$ cat src/rtl/encoder_pkg.sv
// Shared definitions for the registered 8-to-3 priority encoder.
//   N_REQ : number of request lines
//   IDX_W : width of the encoded index
//   CNT_W : width of the pending-event count (0..N_REQ)
package encoder_pkg;

  localparam int N_REQ = 8;
  localparam int IDX_W = 3;
  localparam int CNT_W = 4;

  typedef enum logic {
    IDLE,
    HOLD
  } enc_state_t;

endpackage

$ cat src/rtl/encoder8_3_prio_enc8.sv
// Combinational 8-bit priority encoder.
// Ports:
//   in  [7:0] : request vector
//   idx [2:0] : index of the winning set bit (0 when in is all-zero)
// Parameter:
//   PRIO_MSB  : 1 -> highest set index wins, 0 -> lowest set index wins
module prio_enc8
  import encoder_pkg::*;
#(
  parameter bit PRIO_MSB = 1'b1
) (
  input  logic [N_REQ-1:0] in,
  output logic [IDX_W-1:0] idx
);

  // Scan order is chosen so the last hit is the winner.
  always_comb begin
    idx = '0;
    if (PRIO_MSB) begin
      for (int i = 0; i < N_REQ; i++) begin
        if (in[i]) idx = i[IDX_W-1:0];
      end
    end else begin
      for (int i = N_REQ - 1; i >= 0; i--) begin
        if (in[i]) idx = i[IDX_W-1:0];
      end
    end
  end

endmodule

$ cat src/rtl/encoder8_3.sv
// Registered 8-to-3 priority encoder with rising-edge event capture and a
// valid/ready output.
//
// state | meaning
// ------+---------------------------------------------------------------
// IDLE  | nothing presented; loads the winner of pending when non-empty
// HOLD  | out presented and held until accepted; reloads on accept
//
// Ports:
//   sys_clk    : clock, all state on the rising edge
//   sys_rst_n  : synchronous active-low reset
//   in[7:0]    : request lines, already synchronous to sys_clk
//   out[2:0]   : index of the presented event
//   out_valid  : out holds a pending event
//   out_ready  : consumer accept; transfer when out_valid && out_ready
//   pend_cnt   : number of pending events (0..8)
//   overflow   : one-cycle pulse when an edge hits an already-pending bit
module encoder8_3
  import encoder_pkg::*;
#(
  parameter bit PRIO_MSB = 1'b1
) (
  input  logic             sys_clk,
  input  logic             sys_rst_n,
  input  logic [N_REQ-1:0] in,
  output logic [IDX_W-1:0] out,
  output logic             out_valid,
  input  logic             out_ready,
  output logic [CNT_W-1:0] pend_cnt,
  output logic             overflow
);

  function automatic logic [CNT_W-1:0] popcount(input logic [N_REQ-1:0] v);
    logic [CNT_W-1:0] c;
    c = '0;
    for (int i = 0; i < N_REQ; i++) c = c + CNT_W'(v[i]);
    return c;
  endfunction

  enc_state_t       state, state_next;
  logic [N_REQ-1:0] in_r, in_r2;
  logic [N_REQ-1:0] rise;
  logic [N_REQ-1:0] pending, pending_next;
  logic [N_REQ-1:0] clr;
  logic [IDX_W-1:0] out_next;
  logic [IDX_W-1:0] idx_cur, idx_nxt;
  logic             xfer;

  assign rise      = in_r & ~in_r2;
  assign out_valid = (state == HOLD);
  assign xfer      = out_valid && out_ready;
  assign clr       = xfer ? (N_REQ'(1) << out) : '0;
  // A re-edge on the bit being cleared wins, so it is logged as a new event.
  assign pending_next = (pending & ~clr) | rise;

  prio_enc8 #(.PRIO_MSB(PRIO_MSB)) u_prio_cur (
    .in  (pending),
    .idx (idx_cur)
  );

  prio_enc8 #(.PRIO_MSB(PRIO_MSB)) u_prio_nxt (
    .in  (pending_next),
    .idx (idx_nxt)
  );

  always_comb begin
    state_next = state;
    out_next   = out;
    case (state)
      IDLE: begin
        if (|pending) begin
          out_next   = idx_cur;
          state_next = HOLD;
        end
      end
      HOLD: begin
        // While out_ready is low, out is frozen even if a better edge arrives.
        if (out_ready) begin
          if (|pending_next) out_next = idx_nxt;
          else               state_next = IDLE;
        end
      end
      default: state_next = IDLE;
    endcase
  end

  // in_r/in_r2 reset high so lines held high through reset raise no event.
  always_ff @(posedge sys_clk) begin
    if (!sys_rst_n) begin
      in_r     <= '1;
      in_r2    <= '1;
      pending  <= '0;
      pend_cnt <= '0;
      overflow <= 1'b0;
      out      <= '0;
      state    <= IDLE;
    end else begin
      in_r     <= in;
      in_r2    <= in_r;
      pending  <= pending_next;
      pend_cnt <= popcount(pending_next);
      overflow <= |(rise & pending & ~clr);
      out      <= out_next;
      state    <= state_next;
    end
  end

endmodule

$ cat config.mk
export PLATFORM = sky130hd
export DESIGN_NAME = encoder8_3
export DESIGN_NICKNAME = d
export VERILOG_FILES = /design/src/rtl/encoder_pkg.sv /design/src/rtl/encoder8_3_prio_enc8.sv /design/src/rtl/encoder8_3.sv
export SDC_FILE = /design/constraint.sdc
export NUM_CORES = 1
export LEC_CHECK = 0
export BUFFER_PORTS_ARGS = -buffer_cell sky130_fd_sc_hd__buf_2
export CORE_ASPECT_RATIO = 2
export CORE_MARGIN = 10
export CORE_UTILIZATION = 61
export DETAILED_ROUTE_END_ITERATION = 10
export PLACE_DENSITY = 0.83
export SKIP_CTS_REPAIR_TIMING = 1
export SYNTH_ARGS = -nofsm -noshare
export SYNTH_HDL_FRONTEND = slang
export SYNTH_HIERARCHICAL = 1
export SYNTH_SLANG_ARGS = --single-unit
$ cat constraint.sdc
create_clock -name sys_clk -period 10.79 [get_ports sys_clk]
set_input_delay 1.079 -clock sys_clk [delete_from_list [all_inputs] [get_ports sys_clk]]
set_output_delay 1.079 -clock sys_clk [all_outputs]
set_load 0.02 [all_outputs]
==> results of run 1 <==
[worst max-delay path by stage]
stage	endpoint	slack [ns]	cells after the start
after floorplan	pend_cnt[2]$_SDFF_PN0_	6.60	14
after global placement	pend_cnt[2]$_SDFF_PN0_	6.37	14
after detailed placement	pend_cnt[2]$_SDFF_PN0_	6.32	14
after CTS	pend_cnt[2]$_SDFF_PN0_	6.61	14
after global routing	pend_cnt[2]$_SDFF_PN0_	6.34	14
final	pend_cnt[2]$_SDFF_PN0_	6.60	14
[metrics by stage]
step                hold WS [ns]  std cells  setup slack (ns)    util  cell area [sq um]
floorplan                 0.4004        183             6.599       -               1654
global placement          0.4126        224             6.370  0.6806               1749
detailed placement        0.4160        224             6.324  0.6806               1749
CTS                       0.4421        232             6.611  0.7274               1869
global route              0.4452        232             6.342  0.7274               1869
finish                    0.4365        232             6.596  0.7274               1869
[final cells by class]
cell class	instances	area share
Inverter	21	0.04217
Multi-Input combinational cell	123	0.4705
Sequential cell	33	0.3534
Clock inverter	2	0.02008
Clock buffer	6	0.04418
Tap cell	28	0.01874
Timing Repair Buffer	19	0.05087
[registers in the layout (all words and copies together) (netlist names)]
signal	count
pending	8
in_r	8
pend_cnt	4
overflow	1
in_r2	8
out	3
out_valid	1
[power by group]
group / leakage, nW / internal [mW] / switching, mW
combinational: 0.494 / 0.0296 / 0.0438
clock: 0.0574 / 0.0750 / 0.0457
sequential: 0.272 / 0.133 / 0.0131
total: 0.824 / 0.237 / 0.103
[kinds of logic (layout without fill, tap and decap cells)]
| family | count (synthesis) | in the layout | synth area share |
|---|---|---|---|
| simple gates | 77 | 77 | 0.2920 |
| compound gates | 37 | 37 | 0.1558 |
| flops | 33 | 33 | 0.3994 |
| buf+inv | 27 | 48 | 0.06883 |
| fa+ha+maj | 8 | 8 | 0.07867 |
| xor+xnor | 1 | 1 | 0.005296 |
[per-layer routing]
layer	GRT usage	up-vias
met1	0.1387	623
met5	0	-
met2	0.2702	48
met3	0.04336	21
met4	0.1260	0
li1	-	662
[placed cells by master, fill, tap and decap left out, types with 4 or more instances in the layout]
master    Yosys  routed
dfxtp_1      33      33
nand2b_1     21      21
buf_2         1      19
inv_1        18      18
nand2_1      17      17
and2_1       10      10
o21ai_1       6       6
o31ai_1       6       6
clkbuf_8      0       6
a21oi_1       5       5
nor2_1        5       5
nand3b_1      4       4
o21ai_0       4       4
fa_1          4       4
ha_1          4       4
==> results.md, run 1 <==
- The most common cell in the synthesized netlist is dfxtp_1.
- Setup violations remaining at the end of the flow were counted as 0.
- The number of hold violations in the final report is 0.
- The most used flip-flop cell after synthesis is dfxtp_1.
- The post-CTS clock slew at the launch and capture registers of the worst setup and hold paths is 0.07 ns.
- After detailed routing, the number of vias per cell comes to 5.836.
- The setup slack of the most critical reg-to-reg path is 6.83 ns.
- The cell that appears most often on the critical path is fa_1.
- The routed design has 3767 microns of wire.
- The worst hold path belongs to the class register to register.
- After legalization and detailed placement, the total HPWL measured 2883 microns.
- The critical path goes through buf_2, nand3_1, o31ai_1, o21ai_0, inv_1, fa_1, fa_1, fa_1, inv_1, ha_1, inv_1, fa_1, xnor2_1, and2_1.
- In the final layout, the share of cells above drive strength 1 is 0.1961.
- The first detailed-routing pass ran for 5 iterations.
- The sequential area share after synthesis is 0.3994.
- The number of antenna violations at the first check in global routing is 0.
- The max-capacitance violation count is 0.
- The achievable clock frequency is 238.5 MHz.
- The via count of the first global-routing pass came to 1476.
- The first global-routing pass estimated 6582 microns of wire.
- From bottom edge to top edge, the die measures 93.64 microns.
- For the finished layout, the period the worst path requires is 4.194 ns.
- The detailed router finished its first iteration with 46 violations.
- Data arrives at the worst endpoint at 4.37 ns.
- The source of the worst hold timing path is in_r[6]$_SDFF_PN1_.
- The later pin in the worst-skew pair is clocked with a latency of 0.29 ns.
- Data on the critical path is required at its endpoint by 10.97 ns.
- The synthesis-stage register bit count is 33.
- The path with the worst hold slack has its endpoint at in_r2[6]$_SDFF_PN1_.
- Counting the fill cells in the layout gives 197.
- The clock net in this run drives a total of 33 sinks.
- In this run, CTS created clock tree buffers numbering 5.
- The run finished with clean final reports.
- The cell area after synthesis is 1654 sq um.
- The post-synthesis to final-layout area growth is 13.01%.
- For this design, the slowest cell found on the critical path is fa_1.
- The top layer reached by signal wires is met4.
- In this run the static leakage power is 0.8242 nW.
- The number of library cell types mapped by synthesis is 45.
- The starting density of the core is 0.6436.
- The wire length on met2 is 1994 microns.
- In this run the critical register-to-register path is captured at pend_cnt[2]$_SDFF_PN0_.
- The maximum fanout count along the critical path is 9.
- The average size of a mapped cell is 9.039 sq um.
- For this run, design rule violations remaining after detail routing come to 0.
- The floorplan step defined a die boundary enclosing 5321 sq um.
- The max-slew violation count is 0.
- Pin placement for this block handled 20 I/O pins.
- The relative max-transition margin is 0.6299.
- The area occupied by multi-input gates is 879.6 sq um.
- The synthesized net count is 202.
- The synthesis warning total is 6.
- The port buffer count is 19.
- The kind of end point of the critical path is a register.
- Setup repair after global routing left no endpoint under its margin.
- The floorplan has 26 rows.
- The number of diodes is 0.
- The power density of the placed cells is 181.8 nW/um^2.
- After routing, the total negative slack on setup checks comes to 0 ns.
- The clock tree from TritonCTS is done.
- The kind of cell with the highest combined delay along the critical path is adder cells.
- The core area is 2570 sq um.
- The number of nets in the final layout is 222.
- Entering global routing, the biggest net connects 36 pins.
- The startpoint class of the critical path is an input pin.
- Between clock sinks in the finished design, the worst skew comes to 0.007748 ns.
- The design draws 339.8 uW.
- After technology mapping, the gate count stands at 183.
- The async set-reset flop share out of synthesis is 0.
- The post-detailed-route wirelength per cell is 16.24 microns.
- Together, buffers and inverters on the worst path number 4.
- The final global-route overflow total is 0.
- Yosys attributes the largest share of cell area to dfxtp_1, nand2b_1, fa_1, inv_1, nand2_1.
- The routability congestion estimate is 0.8754.
- In this run the critical register-to-register path is launched from out_valid$_SDFF_PN0_.
- In this run the deepest clock path goes through 2 buffers.
- The most critical setup path has its startpoint at out_ready.
- Across the VDD grid, the largest voltage drop is 147.1 uV.
- The H-tree depth is 2.
- The critical path's largest stage delay is 0.48 ns.
- The top cell type's share of synthesized area is 0.3994.
- The largest total area in the synthesized netlist belongs to dfxtp_1.
- At the pin with the least slew margin, the transition time is 0.5551 ns.
- The detailed router put a total of 1331 microns of wire on met1.
- In the synthesized netlist, the cells that appear most often are dfxtp_1, nand2b_1, inv_1.
- The sequential cells in the finished layout cover a total of 660.6 sq um.
- The worst setup path category is input pin to register.
- The portion of the clock cycle consumed by the worst path in the final layout is 0.3887.
- The total routing resource utilization after global routing is 0.1530.
- In this run, synthesis inferred 0 flip-flops with an integrated enable.
- The library cell used as clock root buffer is clkbuf_8.
- The die is 56.82 microns wide.
- The depth of the worst register-to-register path is 13.
- The worst hold path depth is 1.
- Summed over all nets, wire length on met3 after detailed routing comes to 193 microns.
- In this run the remaining antenna-violating nets after routing total 0.
- Across all layers, the routed design uses 1354 vias.
No activity file was read; power rests on OpenSTA's default activity.
==> run 2, diff against run 1 <==
--- a/config.mk
+++ b/config.mk
@@ -8,9 +8,9 @@
 export BUFFER_PORTS_ARGS = -buffer_cell sky130_fd_sc_hd__buf_2
 export CORE_ASPECT_RATIO = 2
 export CORE_MARGIN = 10
-export CORE_UTILIZATION = 61
+export CORE_UTILIZATION = 51
 export DETAILED_ROUTE_END_ITERATION = 10
-export PLACE_DENSITY = 0.83
+export PLACE_DENSITY = 0.74
 export SKIP_CTS_REPAIR_TIMING = 1
 export SYNTH_ARGS = -nofsm -noshare
 export SYNTH_HDL_FRONTEND = slang
==> constraint.sdc (replaced) <==
create_clock -name sys_clk -period 3.8 [get_ports sys_clk]
set_input_delay 0.38 -clock sys_clk [delete_from_list [all_inputs] [get_ports sys_clk]]
set_output_delay 0.38 -clock sys_clk [all_outputs]
set_load 0.02 [all_outputs]
==> results.md, run 2 (synthesis results as in run 1) <==
- The leakage power is 0.8410 nW.
- Across every metal layer, demand over resource in global routing totals 0.1470.
- The endpoint of the worst hold path is in_r[3]$_SDFF_PN1_.
- The share of total power in the clock network is 0.319.
- The worst setup path is captured at a register.
- Data on the critical path arrives at its endpoint at 3.78 ns.
- The switching power total is 295.2 uW.
- The first global-routing pass estimated 6865 microns of wire.
- The worst-skew pair later-pin latency is 0.29 ns.
- The aggregate negative setup slack is 0 ns.
- The total clock buffers created by CTS is 5.
- The slowest stage of the critical path is the fa_1 cell.
- The source of the worst hold timing path is in[3].
- The flow ran to the end, and the final reports show no timing, DRC or antenna violations.
- The count of nets left with antenna violations once routing finished came out at 0.
- The site row count is 29.
- The total I/O pin count is 20.
- After detailed routing, the number of vias per cell comes to 5.828.
- Setup violations remaining at the end of the flow were counted as 0.
- The die area is 6060 sq um.
- At the pin with the least slew margin, the transition time is 0.5541 ns.
- In this design, the largest share of critical-path delay is due to adder cells.
- In the final layout, the registers with the most flip-flops are in_r2 x8, in_r x8, pending x8.
- Of the available clock period, the critical path in the final layout requires 0.9459.
- The number of inserted filler cells in the final layout is 259.
- The core utilization of the finished layout is 0.5973.
- The post-DP HPWL is 3114 microns.
- The share of total power dissipated in combinational logic is 0.242.
- The achievable clock frequency is 278.2 MHz.
- The share of final-layout standard cells stronger than drive strength 1 is 0.2163.
- The top cell types in the final layout, fill and taps aside, are dfxtp_1, nand2b_1, buf_2.
- The startpoint of the lowest-slack register-to-register path is out[0]$_SDFFE_PN0P_.
- TritonCTS built the clock tree.
- The region available for standard cell placement spans 3157 sq um.
- The max-slew violation count is 0.
- The finished cells cover 1886 sq um.
- Counting cells, the worst reg-to-reg path comes to 13.
- The number of antenna violations at the first check in global routing is 0.
- The critical path contains buffers and inverters numbering 3 combined.
- VDD sags by at most 324.6 uV.
- The first detailed-routing pass ran for 4 iterations.
- The setup check on the worst reg-to-reg path leaves a slack of 0.21 ns.
- For the worst setup path, the data required time is 3.98 ns.
- The area growth from synthesis to layout is 13.99%.
- Dividing the detail-routed wire length by the instance count gives 16.67 microns.
- The number of hold violations in the final report is 0.
- The internal power of the cells totals 631.8 uW.
- The routed design has 3983 microns of wire.
- STA classifies the critical path startpoint as a register.
- On the worst path, the slowest cell contributes a delay of 0.48 ns.
- The critical path is of the register to register type.
- The count of buffers added on input and output ports is 19.
- No sink is reached through more buffers than the 2 on the longest clock path.
- The post-route clock skew is 0.01118 ns.
- The library cell used most frequently in the layout, excluding fill and tap cells, is dfxtp_1.
- For this run the aggregate overflow at the end of global routing stands at 0.
- Setup repair after global routing left no endpoint under its margin.
- The share of total power dissipated in sequential elements is 0.439.
- For this block, the via count after detailed routing is 1393.
- Across the run, the number of max-cap violations was 0.
- The die outline height is 100.5 microns.
- Dividing total power by cell area gives a power density of 491.6 nW/um^2.
- The via count of the first global-routing pass came to 1558.
- For this design, the sink count on the clock tree is 33.
- The first-iteration detailed-routing DRC count is 32.
- The most prevalent standard cell on the critical path is fa_1.
- The capturing point of the worst reg2reg path is pend_cnt[2]$_SDFF_PN0_.
- The die outline width is 60.27 microns.
- The worst hold path depth is 2.
- The initial utilization of the core area, before any placement, comes to 0.5240.
- The switching share of total power is 0.3184.
- Along the worst path, the maximum fanout reaches 6.
- The library cell used as clock root buffer is clkbuf_8.
- The clock tree synthesis step divided the H-tree into 2 levels.
- The number of diodes is 0.
- The net count of the finished layout is 226.
- After detailed routing, the number of remaining DRC violations is 0.
- The type of the tightest min-delay check is input pin to register.
- After detailed placement, the total cell area comes to 1783 sq um.
- The final worst hold slack is 0.2610 ns.
- Summing internal, switching and leakage power gives 927.0 uW.
- Entering global routing, the biggest net connects 36 pins.
- Clock-pin slew was measured on the worst setup and hold paths at 0.07 ns.
- In this run the tightest slew margin relative to its limit is 0.6306.
- The smallest clock period supported by the final layout is computed as 3.594 ns.
- At the end of routability-driven placement, the weighted congestion stood at 0.9344.
- Walking the worst path, the cells encountered are nand3b_1, o31a_1, or2_1, inv_1, fa_1, fa_1, fa_1, inv_1, ha_1, inv_1, fa_1, xnor2_1, and2_1.
==> run 2: changes by cell type in the layout (fill, tap and decap cells not counted) <==
cell	before	now
bufinv_16	1	0
o21ai_0	4	3
dfxtp_1	33	32
clkbuf_8	6	7
dfxtp_2	0	1
clkinvlp_4	1	0
clkinv_2	0	1
buf_4	0	4
o21ai_1	6	7
==> run 2: worst max path at each step <==
stage                                    start                      to  slack [ns]  cells past startpoint
after floorplan           out_valid$_SDFF_PN0_  pend_cnt[2]$_SDFF_PN0_        0.24                     13
after global placement               out_ready  pend_cnt[2]$_SDFF_PN0_        0.15                     14
after detailed placement             out_ready  pend_cnt[2]$_SDFF_PN0_        0.06                     14
after CTS                 out_valid$_SDFF_PN0_  pend_cnt[2]$_SDFF_PN0_        0.17                     13
after global routing       out[1]$_SDFFE_PN0P_  pend_cnt[2]$_SDFF_PN0_        0.01                     13
final                      out[0]$_SDFFE_PN0P_  pend_cnt[2]$_SDFF_PN0_        0.21                     13
==> run 2: final cells by class <==
| class | count | area [sq um] | share of cell area |
|---|---|---|---|
| repair buffers | 23 | 125.1 | 0.06636 |
| multi-input cells | 123 | 879.6 | 0.4665 |
| well taps | 31 | 38.79 | 0.02057 |
| clock buffers | 7 | 96.34 | 0.05109 |
| clock inverters | 1 | 5.005 | 0.002654 |
| inverters | 21 | 78.83 | 0.04180 |
| flip-flops and latches | 33 | 661.9 | 0.3510 |
==> run 2: per-layer routing <==
metal | track usage | up-vias | wire length (microns)
li1 | - | 661 | -
met1 | 0.1292 | 656 | 1323
met2 | 0.2540 | 49 | 2127
met3 | 0.03535 | 27 | 201
met4 | 0.1354 | 0 | 331
met5 | 0 | - | 0
==> run 2: power groups by stage <==
stage	registers [mW]	clock network [mW]	logic, mW
floorplan	0.426	0	0.143
global placement	0.413	0	0.218
detailed placement	0.414	0	0.225
CTS	0.407	0.298	0.226
global route	0.412	0.317	0.253
finish	0.407	0.296	0.224
==> run 2: through the flow <==
| stage | setup WS (ns) | std cells |
|---|---|---|
| after floorplan | 0.2409 | 183 |
| after global placement | 0.1509 | 231 |
| after detailed placement | 0.05793 | 231 |
| after CTS | 0.1674 | 239 |
| after global routing | 0.01293 | 239 |
| final | 0.2057 | 239 |
